===== src/rtl/ip_header_rx.sv =====
// ip_header_rx: validates an IPv4 header and forwards only the UDP datagram bytes
module ip_header_rx (
  input  logic        clock,
  input  logic        reset_n,
  input  logic [7:0]  datain,
  input  logic        data_en,
  input  logic [31:0] BOARD_IP,
  output logic [7:0]  dataout,
  output logic        udp_en,
  output logic [31:0] PC_IP,
  output logic [15:0] ip_len,
  output logic        hdr_err
);
  typedef enum logic [1:0] {IDLE, HDR, PAYLOAD, DROP} state_t;
  state_t state, nxt;
  logic        armed, err_n, accept, bad, ours;
  logic [15:0] cnt, tot, acc, fold, hdr_len;
  logic [16:0] sum;
  logic [13:0] frag;
  logic [7:0]  vi, hi, proto;
  logic [31:0] src, dst, dst_now;
  assign hdr_len = {10'd0, vi[3:0], 2'b00};
  assign sum     = {1'b0, cnt == 16'd1 ? 16'd0 : acc} + {1'b0, hi, datain};
  assign fold    = sum[15:0] + {15'd0, sum[16]};
  assign dst_now = cnt == 16'd19 ? {dst[23:0], datain} : dst;
  assign bad     = vi[7:4] != 4'd4 || fold != 16'hFFFF || tot < hdr_len + 16'd8;
  assign ours    = proto == 8'd17 && !frag[13] && frag[12:0] == 13'd0 &&
                   (dst_now == BOARD_IP || dst_now == 32'hFFFF_FFFF);
  // state register
  always_ff @(posedge clock or negedge reset_n)
    if (!reset_n) state <= IDLE;
    else          state <= nxt;
  // next state, decision at the header's last byte (byte 3 when IHL is too small)
  always_comb begin
    nxt    = state;
    err_n  = 1'b0;
    accept = 1'b0;
    if (!data_en) nxt = IDLE;
    else
      case (state)
        IDLE:    nxt = armed ? HDR : IDLE;
        HDR:
          if (vi[3:0] < 4'd5) begin
            if (cnt == 16'd3) begin
              nxt   = DROP;
              err_n = 1'b1;
            end
          end else if (cnt == hdr_len - 16'd1) begin
            nxt    = !bad && ours ? PAYLOAD : DROP;
            err_n  = bad;
            accept = !bad && ours;
          end
        PAYLOAD: nxt = cnt == tot - 16'd1 ? DROP : PAYLOAD;
        default: nxt = state;
      endcase
  end
  // byte index; armed marks that the next data_en byte truly begins a frame
  always_ff @(posedge clock or negedge reset_n)
    if (!reset_n) begin
      cnt   <= 16'd0;
      armed <= 1'b0;
    end else begin
      cnt   <= !data_en ? 16'd0 : cnt == 16'hFFFF ? cnt : cnt + 16'd1;
      armed <= !data_en;
    end
  // header field capture and running checksum
  always_ff @(posedge clock or negedge reset_n)
    if (!reset_n) begin
      vi    <= 8'd0;
      tot   <= 16'd0;
      frag  <= 14'd0;
      proto <= 8'd0;
      src   <= 32'd0;
      dst   <= 32'd0;
      hi    <= 8'd0;
      acc   <= 16'd0;
    end else if (data_en) begin
      if (cnt == 16'd0) vi <= datain;
      if (cnt == 16'd2) tot[15:8] <= datain;
      if (cnt == 16'd3) tot[7:0] <= datain;
      if (cnt == 16'd6) frag[13:8] <= datain[5:0];
      if (cnt == 16'd7) frag[7:0] <= datain;
      if (cnt == 16'd9) proto <= datain;
      if (cnt >= 16'd12 && cnt <= 16'd15) src <= {src[23:0], datain};
      if (cnt >= 16'd16 && cnt <= 16'd19) dst <= {dst[23:0], datain};
      if (cnt[0]) acc <= fold;
      else        hi  <= datain;
    end
  // registered outputs
  always_ff @(posedge clock or negedge reset_n)
    if (!reset_n) begin
      dataout <= 8'd0;
      udp_en  <= 1'b0;
      hdr_err <= 1'b0;
      PC_IP   <= 32'd0;
      ip_len  <= 16'd0;
    end else begin
      dataout <= datain;
      udp_en  <= data_en && state == PAYLOAD;
      hdr_err <= err_n;
      if (accept) begin
        PC_IP  <= src;
        ip_len <= tot - hdr_len;
      end
    end
endmodule


===== config.mk =====
export PLATFORM = sky130hd
export DESIGN_NAME = ip_header_rx
export DESIGN_NICKNAME = d
export VERILOG_FILES = /design/src/rtl/ip_header_rx.sv
export SDC_FILE = /design/constraint.sdc
export NUM_CORES = 1
export LEC_CHECK = 0
export BUFFER_PORTS_ARGS = -buffer_cell sky130_fd_sc_hd__buf_2
export CAP_MARGIN = 20
export CORE_MARGIN = 2
export CORE_UTILIZATION = 56
export CTS_BUF_LIST = sky130_fd_sc_hd__clkbuf_8
export CTS_CLUSTER_SIZE = 30
export DETAILED_ROUTE_END_ITERATION = 6
export PLACE_DENSITY = 0.76
export SLEW_MARGIN = 20
export SYNTH_ARGS = -nofsm -noshare
export SYNTH_HDL_FRONTEND = slang
export SYNTH_SLANG_ARGS = --single-unit

===== constraint.sdc =====
create_clock -name clock -period 8.78 [get_ports clock]
set_input_delay 0.878 -clock clock [delete_from_list [all_inputs] [get_ports clock]]
set_output_delay 0.878 -clock clock [all_outputs]
set_load 0.005 [all_outputs]

==> results of run 1 <==
where the power goes:
group	total (mW)	internal [mW]	switching, mW
Sequential	1.18	1.07	0.108
Clock	1.03	0.616	0.412
Combinational	1.09	0.465	0.629
Total	3.30	2.15	1.15
state kept, by name, indices dropped and copies added (netlist names):
name	flops
hdr_err	1
armed	1
vi	8
ip_len	16
udp_en	1
frag	14
hi	8
cnt	16
dataout	8
acc	16
tot	16
state	2
proto	8
dst	32
PC_IP	32
src	32
per-layer routing:
metal,vias up,global-route usage [%],wire length [microns]
met1,4265,32.6,11800
met2,256,40.7,12700
met4,0,10.1,985
met5,-,0,0
li1,4009,-,-
met3,77,4.50,1460
path summary, 6_finish.rpt:
check	to	cells after the start
hold reg to reg	acc[13]$_DFFE_PN0P_	2
hold / removal	acc[8]$_DFFE_PN0P_	1
setup reg to reg	ip_len[12]$_DFFE_PN0P_	25
max in group asynchronous	src[3]$_DFFE_PN0P_	3
setup / recovery	ip_len[12]$_DFFE_PN0P_	25
min in group clock	acc[13]$_DFFE_PN0P_	2
cell type report:
class / instances / area [sq um]
Sequential cell: 211 / 5280
Tap cell: 270 / 338
Inverter: 26 / 97.6
Clock inverter: 12 / 143
Fill cell: 1614 / 7100
Timing Repair Buffer: 105 / 588
Clock buffer: 52 / 716
Multi-Input combinational cell: 781 / 6160
kinds of logic (layout without fill, tap and decap cells):
| logic type | count (synthesis) | in the layout | synth area share [%] |
|---|---|---|---|
| simple gates | 309 | 309 | 13.9 |
| fa+ha+maj | 40 | 40 | 4.45 |
| compound gates | 130 | 130 | 7.37 |
| mux | 168 | 168 | 16.6 |
| buf+inv | 74 | 195 | 2.67 |
| flops | 211 | 211 | 44.9 |
| xor+xnor | 134 | 134 | 10.1 |
worst max-delay path, stage by stage, from the launching register on:
cell and delay, ps:
dfrtp_1 470, nor4_1 440, nand3_1 210, nor3_1 280
nand3_1 560, and2_1 390, ha_1 220, inv_1 70
fa_1 260, nand2b_1 170, a211oi_2 130, o21ai_0 310
a31oi_1 180, or2_2 330, a21o_1 180, a21o_1 200
ha_1 230, ha_1 220, o2111a_1 210, a211o_1 330
and2_1 170, or4_1 490, or4_1 400, a2111o_1 290
or4_4 750, mux2_2 400
metrics by stage:
stage | setup WS (ps) | cell area, sq um | util, % | power [mW] | cells
after floorplan | 2020 | 11800 | - | 2.01 | 1066
after global placement | 972 | 12400 | 60.8 | 2.24 | 1391
after detailed placement | 818 | 12400 | 60.8 | 2.27 | 1391
after CTS | 792 | 13300 | 65.0 | 3.31 | 1455
after global routing | 141 | 13300 | 65.2 | 3.51 | 1457
final | 693 | 13300 | 65.2 | 3.30 | 1457
synthesized netlist by cell type (all sizes together), types with 6 or more instances:
cell	instances
nand4	29
a211oi	11
or4	9
nor3	23
mux2	162
nand3	27
o21a	6
a21oi	24
mux2i	6
nor4	20
xor2	43
xnor2	91
ha	37
and2	21
o21ai	40
nor2b	8
nor2	55
nand2	68
clkbuf	37
or3	9
dfrtp	211
nand2b	8
and3	9
buf	11
a21o	7
inv	25
layout by cell type, fill, tap and decap left out, types with 9 or more instances in the layout:
cell and n:
dfrtp_1 211, mux2_2 143, buf_2 99, xnor2_1 91
nand2_1 68, nor2_1 55, clkbuf_8 52, xor2_1 42
o21ai_0 38, ha_1 37, inv_1 29, nand4_1 29
nand3_1 26, a21oi_1 24, nor3_1 23, and2_1 21
nor4_1 20, mux2_4 19, a211oi_1 9, or3_1 9
==> results.ini, run 1 <==
[global_routing]
gr-total-overflow = 0
grt_usage_pct = 24.8
grt_pass1_vias = 8608
grt_pass1_wl_microns = 43800
antenna_found_initial = 0
grt_max_degree = 133

[synthesis]
yosysWarnings = 0
netlist.top_cell.by_area = dfrtp_1
synth_edf_count = 0
synth_ff_type = dfrtp_1
synth_area_sq_um = 11800
yosysSeqAreaShare_pct = 44.9
ys_ff_latch = 211
syn_inst = 1066
syn_nets = 1149
syn_avg_cell_area_sq_um = 11.0
ys_top_cells_by_area = dfrtp_1 45%, mux2_2 14%, xnor2_1 6.8%
synth_top_area_share_pct = 44.9
ys_async_sr_fraction_pct = 100
synth_cell_types = 70

[power]
leakagePower_nw = 6.39
irDropWorstVdd_mv = 0.131
powerDensity_nw_per_um2 = 248

[placement]
place_congestion = 0.941
dp_hpwl_microns = 18100
io_buffers = 100

[sta]
setup_viol = 0
max_freq_mhz = 124
rsz0062_at_grt = no
min_period_ps = 8090
hold_violations = 0
final.period_utilization_pct = 92.1
final_max_slew_viol_count = 0
worst-slew-pin-transition_ps = 971
fin_setup_tns_ps = 0
skew_ps = 24.2
holdWs_ps = 217
slew_headroom_pct = 35.1

[clocking]
cts_setup_buffers = 0
cts_tree = yes
cts_resized = 0
path_clk_slew_ps = 70
ctsHoldBuffers = 0
cts-buffers-inserted = 36
clk_path_buf_depth = 3
clock-sinks = 211
cts_root_buffer = clkbuf_8
clk_latency_ps = 540
htree_levels = 2

[critical_path]
arrival_ps = 8490
cp-startpoint = cnt[6]$_DFFE_PN0P_
cp_max_fo = 48
worstSetupPathType = reg2reg
reg2reg_slack_ps = 690
startpoint_type = flip-flop
timing.rr.start = cnt[6]$_DFFE_PN0P_
worstPathRequired_ps = 9180
end_kind = flip-flop

[route]
drc = 0
vias_per_cell = 5.91
wl_per_cell_microns = 18.5
firstDrtPassIters = 5
wirelength_microns = 27000
vias = 8607
drtIter0Drc = 570
ant_nets = 0

[final_layout]
drive_above_1_share_pct = 28.9
fin_nets = 1244
num_antenna_cells = 0
area_growth_pct = 13.4

[run]
drv_cap = 0

[floorplan]
die_width_microns = 149
ioPinCount = 101
core_sq_um = 20400
dieArea_sq_um = 22200
die_h_microns = 149
num_rows = 52
initial_core_util_pct = 57.5

[status]
outcome = finished, final reports clean

[worst_hold_path]
hp-class = in2async

(Power assumes the default switching activity.)
==> run 2, diff against run 1 <==
==> constraint.sdc (replaced) <==
create_clock -name clock -period 9.7 [get_ports clock]
set_input_delay 0.97 -clock clock [delete_from_list [all_inputs] [get_ports clock]]
set_output_delay 0.97 -clock clock [all_outputs]
set_load 0.005 [all_outputs]
==> run 2 against run 1 <==
  * Non-clock buffer count shrank 1
  * Sequential cell count stayed put
  * Combinational power shrank 9%
  * Clock power fell by 23%
  * Hold slack better by 55 ps
  * Core utilization decreased by 0.72 points
  * Worst setup slack better by 920 ps
  * Cell count about the same
  * Total power shrank 13%
  * Wire length decreased by 0.98%
==> results.ini, run 2 (same netlist as run 1, synthesis figures left out) <==
[critical_path]
critPathSlowestCell = or4_4
worstPathRequired_ps = 10100
cp-startpoint = cnt[13]$_DFFE_PN0P_
worstSetupPathType = reg2reg
cp_max_fo = 48
path_common_cell = ha_1
end_kind = flip-flop
startpoint_type = flip-flop
arrival_ps = 8480
crit_path_max_incr_delay_ps = 760
timing.rr.start = cnt[13]$_DFFE_PN0P_

[route]
vias = 8526
ant_nets = 0
firstDrtPassIters = 5
wl_per_cell_microns = 18.4
drtIter0Drc = 626
vias_per_cell = 5.86
wirelength_microns = 26700
drc = 0

[final_layout]
num_antenna_cells = 0
n_fill_cell = 1658
fin_nets = 1243
final_cell_mix = 211 x dfrtp_1, 143 x mux2_2, 99 x buf_2, 91 x xnor2_1, 68 x nand2_1
final_common_cell = dfrtp_1
drive_above_1_share_pct = 28.2
stdcell_area_sq_um = 13200
finish.utilization_pct = 64.5
reg_top3 = PC_IP (32), dst (32), src (32)
area_growth_pct = 12.1

[global_routing]
grt_pass1_vias = 8491
antenna_found_initial = 0
grt_max_degree = 133
grt_pass1_wl_microns = 43300
gr-total-overflow = 0
grt_usage_pct = 24.5

[sta]
final.period_utilization_pct = 83.3
final_max_slew_viol_count = 0
hold_violations = 0
slew_headroom_pct = 35.0
rsz0062_at_grt = no
min_period_ps = 8080
worst-slew-pin-transition_ps = 973
fin_setup_tns_ps = 0
max_freq_mhz = 124
setup_viol = 0
skew_ps = 47.9

[floorplan]
num_rows = 52
initial_core_util_pct = 57.5
dieArea_sq_um = 22200
die_h_microns = 149
core_sq_um = 20400
ioPinCount = 101
die_width_microns = 149

[placement]
dp_hpwl_microns = 18100
io_buffers = 100
place_congestion = 0.940
dpl-instance-area_sq_um = 12400

[power]
powerDensity_nw_per_um2 = 217
power_mw = 2.86
irDropWorstVdd_mv = 0.149
leakagePower_nw = 6.35

[clocking]
path_clk_slew_ps = 70
cts_tree = yes
clk_latency_ps = 550
clock-sinks = 211
ctsHoldBuffers = 0
htree_levels = 2
cts_root_buffer = clkbuf_8
cts_setup_buffers = 0
cts_resized = 0
clk_path_buf_depth = 3
cts-buffers-inserted = 36

[run]
drv_cap = 0

[worst_hold_path]
hp-class = in2async

[status]
outcome = finished, final reports clean

run 2: changes by cell type in the layout (fill, tap and decap cells not counted):
cell / before / now
buf_4: 3 / 2
clkbuf_8: 52 / 43
inv_1: 29 / 37
clkinv_2: 2 / 5
bufinv_16: 3 / 1
run 2: metrics by stage:
stage	cells	hold slack (ps)	worst slack, ps
finish	1456	272	1620
global route	1456	291	896
CTS	1454	476	1700
detailed placement	1390	462	1730
global placement	1390	454	1900
floorplan	1066	440	2940
run 2: routing by layer:
layer  share of wire, %  GRT usage (%)  vias up  wire length, microns
li1                   -              -     4009                     -
met1                 44           33.2     4205                 11900
met2                 47           39.6      242                 12500
met3                5.5           4.22       70                  1470
met4                3.4           9.33        0                   914
met5                  0              0        -                     0
run 2: cell type report:
cell class                 instances  area [sq um]  share of cell area [%]
inverter                          26          97.6                   0.741
timing repair buffer             104           581                    4.41
tap                              270           338                    2.56
sequential                       211          5280                    40.1
multi-input combinational        781          6160                    46.8
clock inverter                    21           128                   0.968
clock buffer                      43           592                    4.49
run 2: path summary, 6_finish.rpt:
kind	cells past startpoint	endpoint	slack, ps
worst max-delay path	25	PC_IP[16]$_DFFE_PN0P_	1620
max in group asynchronous	4	PC_IP[10]$_DFFE_PN0P_	7900
worst min-delay path	1	acc[3]$_DFFE_PN0P_	270
worst max register to register	25	PC_IP[16]$_DFFE_PN0P_	1620
worst min register to register	2	acc[4]$_DFFE_PN0P_	470
min in group clock	2	acc[4]$_DFFE_PN0P_	470
run 2: worst max-delay path, delay by kind of cell (launching register included):
| kind | cells | cell delay [ps] |
|---|---|---|
| AOI/OAI and AO/OA | 8 | 1850 |
| adders and majority gates | 4 | 950 |
| buffers and inverters | 1 | 80 |
| DFF | 1 | 460 |
| muxes | 1 | 410 |
| and+or+nand+nor | 11 | 4190 |
run 2: where the power goes:
part           leakage [nW]  switching, mW  total, mW  internal, mW
Sequential             2.82          0.100       1.07         0.969
Clock                 0.417          0.364      0.796         0.433
Combinational          3.10          0.569      0.991         0.422
==> run 3, diff against run 2 <==
--- a/config.mk
+++ b/config.mk
@@ -5,6 +5,7 @@
 export SDC_FILE = /design/constraint.sdc
 export NUM_CORES = 1
 export LEC_CHECK = 0
+export ABC_AREA = 1
 export BUFFER_PORTS_ARGS = -buffer_cell sky130_fd_sc_hd__buf_2
 export CAP_MARGIN = 20
 export CORE_MARGIN = 2
@@ -12,7 +13,7 @@
 export CTS_BUF_LIST = sky130_fd_sc_hd__clkbuf_8
 export CTS_CLUSTER_SIZE = 30
 export DETAILED_ROUTE_END_ITERATION = 6
-export PLACE_DENSITY = 0.76
+export PLACE_DENSITY = 0.78
 export SLEW_MARGIN = 20
 export SYNTH_ARGS = -nofsm -noshare
 export SYNTH_HDL_FRONTEND = slang
==> constraint.sdc (replaced) <==
create_clock -name clock -period 6.9 [get_ports clock]
set_input_delay 0.69 -clock clock [delete_from_list [all_inputs] [get_ports clock]]
set_output_delay 0.69 -clock clock [all_outputs]
set_load 0.005 [all_outputs]
==> run 3 against run 2 <==
  * Via count rose by 31%
  * Combinational power rose by 34%
  * Die area rose by 4.3%
  * Area after synthesis rose by 4.5%
  * Clock power rose by 53%
  * Global-route usage rose by 1.6 points
  * Final area rose by 4.5%
  * Highest routed layer unchanged
  * Largest power group unchanged
  * Register-to-register slack got worse by 750 ps
==> results.ini, run 3 <==
[final_layout]
drive_above_1_share_pct = 9.91
n_fill_cell = 1895
final_cell_mix = 530 x nand2_1, 252 x inv_1, 211 x dfrtp_1, 151 x o21ai_0, 133 x nor2_1
fin_nets = 1883
area_growth_pct = 12.2
final_common_cell = nand2_1
num_antenna_cells = 0
reg_top3 = PC_IP (32), dst (32), src (32)

[critical_path]
startpoint_type = flip-flop
reg2reg_slack_ps = 870
critical-path-top-delay-family = simple AND/OR/NAND/NOR gates
critPathBufInv = 3
end_kind = flip-flop
path_common_cell = nand2_1
critPathSlowestCell = nand3_4
worstSetupPathType = reg2reg
r2r_end = PC_IP[1]$_DFFE_PN0P_
arrival_ps = 6460
cp_num_cells = 34
crit_path_max_incr_delay_ps = 710
timing.rr.start = cnt[5]$_DFFE_PN0P_
cp_max_fo = 91
worstPathRequired_ps = 7330
reg2reg_depth = 34
cp-startpoint = cnt[5]$_DFFE_PN0P_

[synthesis]
yosysSeqAreaShare_pct = 43.0
syn_inst = 1708
synth_top_area_share_pct = 43.0
syn_avg_cell_area_sq_um = 7.19
yosysMostFrequentCell = nand2_1
synth_area_sq_um = 12300
netlist.top_cell.by_area = dfrtp_1
ys_async_sr_fraction_pct = 100
synthTopCellsByCount = 531 x nand2_1, 241 x inv_1, 211 x dfrtp_1
ys_ff_latch = 211
yosysWarnings = 0
synth_cell_types = 45
synth_edf_count = 0
syn_nets = 1791
synth_ff_type = dfrtp_1
ys_top_cells_by_area = dfrtp_1 43%, nand2_1 16%, inv_1 7.4%

[clocking]
clk_latency_ps = 550
cts-buffers-inserted = 38
cts_tree = yes
path_clk_slew_ps = 60
clk_path_buf_depth = 3
ctsHoldBuffers = 0
cts_root_buffer = clkbuf_8
clock-sinks = 211
cts_setup_buffers = 0
htree_levels = 2
cts_resized = 0

[sta]
rsz0062_at_grt = no
worst-slew-pin-transition_ps = 1030
final_max_slew_viol_count = 0
slew_headroom_pct = 30.8
min_period_ps = 6030
skew_ps = 22.7
setup_ws_ps = 870
hold_violations = 0
fin_setup_tns_ps = 0
final.period_utilization_pct = 87.4
setup_viol = 0
max_freq_mhz = 166

[floorplan]
die_h_microns = 152
ioPinCount = 101
dieArea_sq_um = 23100
die_width_microns = 152
core_sq_um = 21700
initial_core_util_pct = 56.6
num_rows = 54

[placement]
io_buffers = 100
place_congestion = 0.912
dp_hpwl_microns = 21300
pre_cts_ws_ps = 976

[global_routing]
grt_pass1_wl_microns = 50300
grt_pass1_vias = 10400
grt_max_degree = 136
antenna_found_initial = 0
gr-total-overflow = 0
grt_usage_pct = 26.1

[run]
drv_cap = 0

[route]
drtIter0Drc = 918
wirelength_microns = 30000
vias = 11100
drc = 0
wl_per_cell_microns = 14.3
vias_per_cell = 5.29
firstDrtPassIters = 5
ant_nets = 0

[power]
powerDensity_nw_per_um2 = 293
irDropWorstVdd_mv = 0.254
leakagePower_nw = 7.14

[worst_hold_path]
hp-class = in2async

[status]
outcome = finished, final reports clean

-- run 3: worst max-delay path by stage --
stage                     slack [ps]                      to
after detailed placement         980    PC_IP[1]$_DFFE_PN0P_
after CTS                        920    PC_IP[1]$_DFFE_PN0P_
after floorplan                 1710  ip_len[13]$_DFFE_PN0P_
after global routing             180   PC_IP[13]$_DFFE_PN0P_
final                            870    PC_IP[1]$_DFFE_PN0P_
after global placement          1210   PC_IP[20]$_DFFE_PN0P_
-- run 3: logic make-up (layout without fill, tap and decap cells) --
group | after synthesis | in the layout | share of synthesized area [%]
adders and majority gates | 40 | 40 | 4.26
buffers and inverters | 302 | 421 | 9.59
xor gates and xnor gates | 40 | 40 | 2.85
and+or+nand+nor | 873 | 873 | 29.9
AOI/OAI and AO/OA | 242 | 242 | 10.4
DFF | 211 | 211 | 43.0
-- run 3: routing by layer --
layer / track usage (%) / share of wire [%] / vias to the layer above
met4: 8.59 / 2.8 / 0
li1: - / - / 5612
met2: 41.5 / 45 / 339
met5: 0 / 0 / -
met1: 36.7 / 46 / 5119
met3: 4.39 / 6.1 / 68
-- run 3: layout make-up --
cell class                      count  area (sq um)  area share (%)
Inverter                          247           927            6.73
Sequential cell                   211          5280            38.3
Tap cell                          280           350            2.54
Multi-Input combinational cell   1195          5830            42.4
Timing Repair Buffer              107           583            4.23
Clock inverter                     21           164            1.19
Clock buffer                       46           633            4.60
-- run 3: where the power goes --
part / switching (mW) / internal [mW]
Combinational: 0.875 / 0.459
Sequential: 0.127 / 1.35
Clock: 0.539 / 0.686
Total: 1.54 / 2.50
-- run 3: metrics by stage --
step / total power, mW / instances / hold WS [ps] / instance area (sq um) / util, %
6_report: 4.04 / 2107 / 78.7 / 13800 / 63.5
3_3_place_gp: 2.77 / 2039 / 466 / 12900 / 59.7
2_1_floorplan: 2.46 / 1708 / 394 / 12300 / -
3_5_place_dp: 2.80 / 2039 / 473 / 12900 / 59.7
4_1_cts: 4.04 / 2106 / 270 / 13700 / 63.3
5_1_grt: 4.33 / 2107 / 97.1 / 13800 / 63.5
